File: config.mk
export PLATFORM = sky130hd
export DESIGN_NAME = reg_bank_arbiter
export DESIGN_NICKNAME = d
export VERILOG_FILES = /design/src/rtl/reg_bank_pkg.sv /design/src/rtl/reg_bank.sv /design/src/rtl/reg_bank_arbiter.sv
export SDC_FILE = /design/constraint.sdc
export NUM_CORES = 1
export LEC_CHECK = 0
export ABC_AREA = 0
export ABC_CLOCK_PERIOD_IN_PS = 2500
export BUFFER_PORTS_ARGS = -buffer_cell sky130_fd_sc_hd__buf_2
export CAP_MARGIN = 40
export CORE_MARGIN = 4
export CORE_UTILIZATION = 48
export DETAILED_ROUTE_END_ITERATION = 12
export GPL_ROUTABILITY_DRIVEN = 0
export GPL_TIMING_DRIVEN = 0
export PLACE_DENSITY = 0.71
export SLEW_MARGIN = 20
export SYNTH_ARGS = -nofsm -noshare
export SYNTH_HDL_FRONTEND = slang
export SYNTH_SLANG_ARGS = --single-unit
File: constraint.sdc
create_clock -name Clk -period 2.5 [get_ports Clk]
set_clock_uncertainty 0.2 [all_clocks]
set_input_delay 0.125 -clock Clk [delete_from_list [all_inputs] [get_ports Clk]]
set_output_delay 0.125 -clock Clk [all_outputs]
set_load 0.02 [all_outputs]
File: src/rtl/reg_bank_pkg.sv
// Shared sizing constants and FSM state type for the register bank arbiter.
package reg_bank_pkg;

  localparam int DATA_W = 8;
  localparam int DEPTH  = 4;
  localparam int ADDR_W = $clog2(DEPTH);

  typedef enum logic {
    IDLE   = 1'b0,
    ACCESS = 1'b1
  } state_t;

endpackage

File: src/rtl/reg_bank.sv
// DEPTH x DATA_W register storage with one synchronous write port,
// a combinational read port sharing the same address, and async clear.
module reg_bank
  import reg_bank_pkg::*;
#(
  parameter int DATA_W = reg_bank_pkg::DATA_W,
  parameter int DEPTH  = reg_bank_pkg::DEPTH,
  parameter int ADDR_W = (DEPTH > 1) ? $clog2(DEPTH) : 1
) (
  input  logic              Clk,
  input  logic              Resetn,
  input  logic              we,
  input  logic [ADDR_W-1:0] addr,
  input  logic [DATA_W-1:0] wdata,
  output logic [DATA_W-1:0] rdata
);

  logic [DATA_W-1:0] mem [DEPTH];

  // Clear every register on reset, otherwise write the addressed word when enabled
  always_ff @(posedge Clk or negedge Resetn) begin
    if (!Resetn) begin
      for (int i = 0; i < DEPTH; i++) begin
        mem[i] <= '0;
      end
    end else if (we) begin
      mem[addr] <= wdata;
    end
  end

  assign rdata = mem[addr];

endmodule

File: src/rtl/reg_bank_arbiter.sv
// Two-requester round-robin arbiter in front of a small register bank.
// Each access takes two cycles: IDLE samples and latches the winner,
// ACCESS pulses its grant and commits the write or read on the way out.
module reg_bank_arbiter
  import reg_bank_pkg::*;
#(
  parameter int DATA_W = reg_bank_pkg::DATA_W,
  parameter int DEPTH  = reg_bank_pkg::DEPTH,
  localparam int ADDR_W = (DEPTH > 1) ? $clog2(DEPTH) : 1
) (
  input  logic              Clk,
  input  logic              Resetn,
  input  logic              req0,
  input  logic              req1,
  input  logic              we0,
  input  logic              we1,
  input  logic [ADDR_W-1:0] addr0,
  input  logic [ADDR_W-1:0] addr1,
  input  logic [DATA_W-1:0] wdata0,
  input  logic [DATA_W-1:0] wdata1,
  output logic              gnt0,
  output logic              gnt1,
  output logic [DATA_W-1:0] rdata,
  output logic              rvalid,
  output logic              rid,
  output logic              busy
);

  state_t              state;
  state_t              next_state;
  logic                take;
  logic                winner;
  logic                last_id;
  logic                lat_we;
  logic                lat_id;
  logic [ADDR_W-1:0]   lat_addr;
  logic [DATA_W-1:0]   lat_wdata;
  logic                bank_we;
  logic [DATA_W-1:0]   bank_rdata;

  // Next state and winner selection; a tie goes to whoever was not served last
  always_comb begin
    next_state = state;
    take       = 1'b0;
    winner     = 1'b0;
    unique case (state)
      IDLE: begin
        if (req0 || req1) begin
          take       = 1'b1;
          next_state = ACCESS;
          winner     = (req0 && req1) ? ~last_id : req1;
        end
      end
      ACCESS: begin
        next_state = IDLE;
      end
      default: begin
        next_state = IDLE;
      end
    endcase
  end

  // State register
  always_ff @(posedge Clk or negedge Resetn) begin
    if (!Resetn) begin
      state <= IDLE;
    end else begin
      state <= next_state;
    end
  end

  // Capture the winner's operands and grant, and move the round-robin pointer
  always_ff @(posedge Clk or negedge Resetn) begin
    if (!Resetn) begin
      lat_we    <= 1'b0;
      lat_id    <= 1'b0;
      lat_addr  <= '0;
      lat_wdata <= '0;
      last_id   <= 1'b1;
      gnt0      <= 1'b0;
      gnt1      <= 1'b0;
    end else if (take) begin
      lat_we    <= winner ? we1 : we0;
      lat_id    <= winner;
      lat_addr  <= winner ? addr1 : addr0;
      lat_wdata <= winner ? wdata1 : wdata0;
      last_id   <= winner;
      gnt0      <= ~winner;
      gnt1      <= winner;
    end else begin
      gnt0      <= 1'b0;
      gnt1      <= 1'b0;
    end
  end

  // Read result registers: strobe rvalid for one cycle, hold rdata otherwise
  always_ff @(posedge Clk or negedge Resetn) begin
    if (!Resetn) begin
      rdata  <= '0;
      rvalid <= 1'b0;
      rid    <= 1'b0;
    end else if (state == ACCESS && !lat_we) begin
      rdata  <= bank_rdata;
      rvalid <= 1'b1;
      rid    <= lat_id;
    end else begin
      rvalid <= 1'b0;
    end
  end

  assign bank_we = (state == ACCESS) && lat_we;
  assign busy    = (state == ACCESS);

  reg_bank #(
    .DATA_W (DATA_W),
    .DEPTH  (DEPTH),
    .ADDR_W (ADDR_W)
  ) u_bank (
    .Clk    (Clk),
    .Resetn (Resetn),
    .we     (bank_we),
    .addr   (lat_addr),
    .wdata  (lat_wdata),
    .rdata  (bank_rdata)
  );

endmodule

; ---- Word level (Yosys, flattened, before mapping)
; Cells that the tools add are included.
[op_classes]
n_reduce_logical = 6
div = 0
magnitude_cmp = 2
mux = 18
shift = 0
bitwise_logic = 4
multipliers = 0
add_sub_neg = 0
n_eq_ne = 0
[op_table]
columns = operator, count
row1 = bitwise mux 32 bit, 1
row2 = two-way mux 8 bit, 4
row3 = binary-select mux 8 bit (select 2 bit), 1
row4 = demux 8 bit (select 2 bit), 1
row5 = two-way mux 1 bit, 9
row6 = logical AND 1 bit, 4
row7 = greater-or-equal comparator 3 bit (second input constant), 1
row8 = < comparator 3 x 1 -> 1 bit (second input constant), 1
row9 = inverter 1 bit, 3
row10 = inverter 2 -> 3 bit, 1
row11 = two-way mux 2 bit, 1
row12 = case mux 1 bit (2 select lines), 1
row13 = zero test 1 bit, 1
row14 = logical OR 1 bit, 1
[totals]
n_memories = 0
inputBits = 26
reg_bits = 58
elab_cells = 45
mem_bits_rw = 0
rom_bits = 0
latchBits = 0

; ---- Depth between registers and ports, before layout
[logic_depth]
ltp_word = 6
mapped_depth = 7

; ---- Cells and area by module
; A second synthesis with hierarchy kept.
[hier_totals]
cells_unflattened = 178
hier_area_um2 = 2643.8
[modules_own_cells]
columns = mod, cells_each, area_each_um2, n_inst, seq_area_each_um2
row1 = reg_bank, 78, 1422.6, 1, 800.8
row2 = reg_bank_arbiter, 100, 1221.2, 1, 651.9

; ---- Worst setup path after synthesis
; OpenSTA, ideal clock, no wires.
[synth_timing]
path_type = reg-to-reg
start = reg state, in the netlist busy
end = reg u_bank.mem[24] in the netlist's numbering
stages_incl_launch_ff = 5
setup_time_ns = 0.125
arrival_ns = 1.358
required_ns = 2.175
period_less_slack_ns = 1.683
slack_ns = 0.817
path_cell_list = dfrtp_1 > buf_4 > nand2_1 > nor3_4 > mux2_2
[synth_via]
elab_chain_len = 1
[synth_lines]
columns = element, line
row1 = "start, declared", reg_bank_arbiter.sv:29  ; state_t state;
row2 = "start signal, assigned", reg_bank_arbiter.sv:68  ; state <= next_state;
row3 = logical AND 1 bit, reg_bank_arbiter.sv:111  ; assign bank_we = (state == ACCESS) && lat_we;
row4 = "end signal, assigned by index", reg_bank.sv:27  ; mem[addr] <= wdata;
row5 = "end, declared", reg_bank.sv:18  ; logic [DATA_W-1:0] mem [DEPTH];
; No other way between the ends.
; A chain may end at the register's enable or synchronous reset.

; ---- Worst setup path in the final report
[layout_timing]
start = reg last_id
end = reg lat_wdata[3]
[layout_via]
elab_chain_len = 5
[layout_lines]
columns = element, line
row1 = "start, declared", reg_bank_arbiter.sv:33  ; logic last_id;
row2 = "start signal, assigned", reg_bank_arbiter.sv:87  ; last_id <= winner;
row3 = inverter 1 bit, reg_bank_arbiter.sv:51  ; winner = (req0 && req1) ? ~last_id : req1;
row4 = two-way mux 1 bit, reg_bank_arbiter.sv:51
row5 = two-way mux 1 bit, reg_bank_arbiter.sv:48  ; if (req0 || req1) begin
row6 = two-way mux 1 bit, reg_bank_arbiter.sv:46  ; unique case (state)
row7 = two-way mux 8 bit, reg_bank_arbiter.sv:86  ; lat_wdata <= winner ? wdata1 : wdata0;
row8 = "end signal, assigned", reg_bank_arbiter.sv:86
row9 = "end, declared", reg_bank_arbiter.sv:37  ; logic [DATA_W-1:0] lat_wdata;
; No other way between the ends.

==> impl_metrics.py <==
metrics = {
    "status": {
        "status": "complete, no violations",
    },
    "timing": {
        "slew_violations": 0,
        "setup_viol": 0,
        "max_freq_mhz": 459.5,
        "setup_ws_ns": 0.3236,
        "slew_headroom": 0.5308,
        "hold_ws_ns": 0.1896,
        "finalHoldViolCount": 0,
        "rsz0062_at_grt": "no",
        "setup_tns_ns": 0,
        "period_share": 0.8706,
        "tightestPinTransition_ns": 0.7037,
        "fin_crit_ns": 2.176,
    },
    "worst_setup_path": {
        "path_delay_family": "buffers and inverters",
        "worstPathRequired_ns": 2.56,
        "critical_path_arrival_ns": 2.24,
        "crit_fanout": 10,
        "startpoint_type": "register",
        "critPathMaxStageDelay_ns": 0.57,
        "slowest_stage": "dlygate4sd3_1",
        "critPathBufInv": 2,
        "cp-end-kind": "register",
        "path_class": "reg -> reg",
        "critical_path.cell_chain": "and2_1, clkbuf_1, o21ai_0, a31oi_1, dlygate4sd3_1",
    },
    "grt": {
        "overflow": 0,
        "groute.usage.overall": 0.1829,
        "antenna_found_initial": 0,
        "grt_use_met2": 0.2858,
        "busiest_layer": "met2",
        "use_met3": 0.05044,
        "grt_max_degree": 59,
        "grt_pass1_vias": 1885,
        "grt_pass1_wl_mm": 8.997,
        "use_met1": 0.2420,
    },
    "synthesis": {
        "yosysMostFrequentCell": "dfrtp_1",
        "ys_ff_latch": 58,
        "synth_flop_cell": "dfrtp_1",
        "yosys_warnings": 0,
        "syn_area_sq_mm": 0.002600,
        "synth_top_area_share": 0.5486,
        "synth_common_cells": "dfrtp_1, mux2_2, nand2_1, nor2_1",
        "synth_top_area_cell": "dfrtp_1",
        "synth_area_per_cell_sq_um": 13.00,
        "syn_inst": 200,
        "async_flop_share": 1.000,
        "synth-seq-area-share": 0.5587,
        "syn_nets": 226,
        "synth_cell_types": 24,
        "synth_edf_count": 0,
        "synth.area.top_cells": "dfrtp_1, mux2_2, mux4_2",
    },
    "routing": {
        "wirelength_mm": 5.236,
        "drtPass1Iterations": 4,
        "drt_iter0_markers": 119,
        "drc_errors": 0,
        "routed_via_density": 5.177,
        "via_count": 1812,
        "drt.antenna.violating_nets": 0,
        "wl_per_cell_um": 14.96,
    },
    "placement": {
        "io_buffers": 38,
        "place.detailed.hpwl_mm": 3.374,
        "place_inst": 308,
        "dpl_worst_slack_ns": 0.7021,
    },
    "cells_and_area": {
        "stdcell_count": 350,
        "seqCellArea_sq_mm": 0.001453,
        "nets": 301,
        "antenna_cells": 0,
        "fill_cells": 402,
        "multiInputGateArea_sq_mm": 0.001049,
        "drive_gt1_frac": 0.3679,
        "area_delta_synth_final_pct": 28.39,
    },
    "power": {
        "power_frac_clock": 0.251,
        "swShare": 0.2937,
        "p_leak_nw": 1.502,
        "pwr-share-comb": 0.302,
        "internal-power_mw": 2.426,
        "max-vdd-ir-drop_mv": 0.4505,
        "p_sw_mw": 1.009,
        "power_frac_seq": 0.447,
        "p_per_area_mw_per_mm2": 1029,
    },
    "floorplan": {
        "core_area_sq_mm": 0.005172,
        "placement_rows": 26,
        "initial_core_util": 0.5027,
        "ios": 39,
        "dieHeight_um": 81.60,
        "die_area_sq_mm": 0.006658,
        "dieWidth_um": 81.60,
    },
    "clock_tree": {
        "cts.htree.levels": 3,
        "cts_sinks": 58,
        "cts_inserted_buffers": 9,
        "ctsLongestPathBuffers": 2,
        "clk_latency_ns": 0.33,
        "cts_tree": "done",
        "cts_root_buf": "clkbuf_8",
        "post_cts_buffers": 0,
        "cts.clk_slew.worst_paths_ns": 0.06,
    },
    "job": {
        "maxCapViolations": 0,
    },
    "hold_path": {
        "hold_class": "in -> async",
    },
}
-- path summary, 6_finish.rpt --
path	start	end	slack (ns)	cells past startpoint
min in group Clk	rdata[3]	rdata[3]	0.27	2
max	last_id	lat_wdata[3]	0.32	5
max in group asynchronous	Resetn	u_bank.mem[20]	1.44	2
max reg2reg	last_id	lat_wdata[3]	0.32	5
min	Resetn	u_bank.mem[23]	0.19	2
min reg2reg	rdata[3]	rdata[3]	0.27	2
-- metal layers --
metal  vias to the layer above  part of all wire
met2                        53              0.48
met4                         0             0.013
met5                         -                 0
met3                         5             0.051
met1                       867              0.46
li1                        887                 -
-- sequential cells by signal (all words and copies together) (netlist names) --
name	flops
lat_id	1
rvalid	1
lat_we	1
lat_wdata	8
lat_addr	2
rid	1
last_id	1
gnt1	1
rdata	8
u_bank.mem	32
gnt0	1
busy	1
-- power by group through the flow --
| stage | logic [mW] | clock network [mW] | registers [mW] |
|---|---|---|---|
| 4_1_cts | 1.05 | 0.877 | 1.53 |
| 2_1_floorplan | 0.666 | 0 | 1.58 |
| 5_1_grt | 1.14 | 0.929 | 1.59 |
| 6_report | 1.04 | 0.863 | 1.53 |
| 3_5_place_dp | 0.971 | 0 | 1.55 |
| 3_3_place_gp | 0.943 | 0 | 1.53 |
-- metrics by stage --
stage	total power [mW]	util	instance area (sq um)
floorplan	2.245	-	2600
global placement	2.474	0.5564	2878
detailed placement	2.518	0.5568	2880
CTS	3.456	0.6454	3338
global route	3.656	0.6454	3338
finish	3.434	0.6454	3338
-- placed cells by master (no fill, tap or decap), types with 5 or more instances in the layout --
| cell type | instances |
|---|---|
| dfrtp_1 | 57 |
| buf_2 | 41 |
| mux2_2 | 32 |
| nand2_1 | 28 |
| dlygate4sd3_1 | 26 |
| nor2_1 | 13 |
| o2111ai_1 | 11 |
| a31oi_1 | 11 |
| clkbuf_8 | 11 |
| o21ai_0 | 10 |
| clkbuf_1 | 7 |
| mux4_2 | 5 |
-- kinds of logic (layout without fill, tap and decap cells) --
logic type | after synthesis | in the layout | synth area share
mux | 40 | 40 | 0.2122
simple gates | 48 | 48 | 0.09914
buf+inv | 18 | 98 | 0.03801
compound gates | 36 | 36 | 0.09192
flops | 58 | 58 | 0.5587
-- final cells by class --
cell class / instances / area share
Clock inverter: 2 / 0.01049
Multi-Input combinational cell: 124 / 0.3141
Tap cell: 70 / 0.02624
Buffer: 13 / 0.02399
Clock buffer: 14 / 0.04873
Timing Repair Buffer: 64 / 0.1357
Inverter: 5 / 0.005622
Sequential cell: 58 / 0.4352
-- timing repair --
action,CTS,global route
hold buffers,26,0
resized for setup,0,0
hold endpoints to repair,70,0
Power figures use the tool's default switching activity.
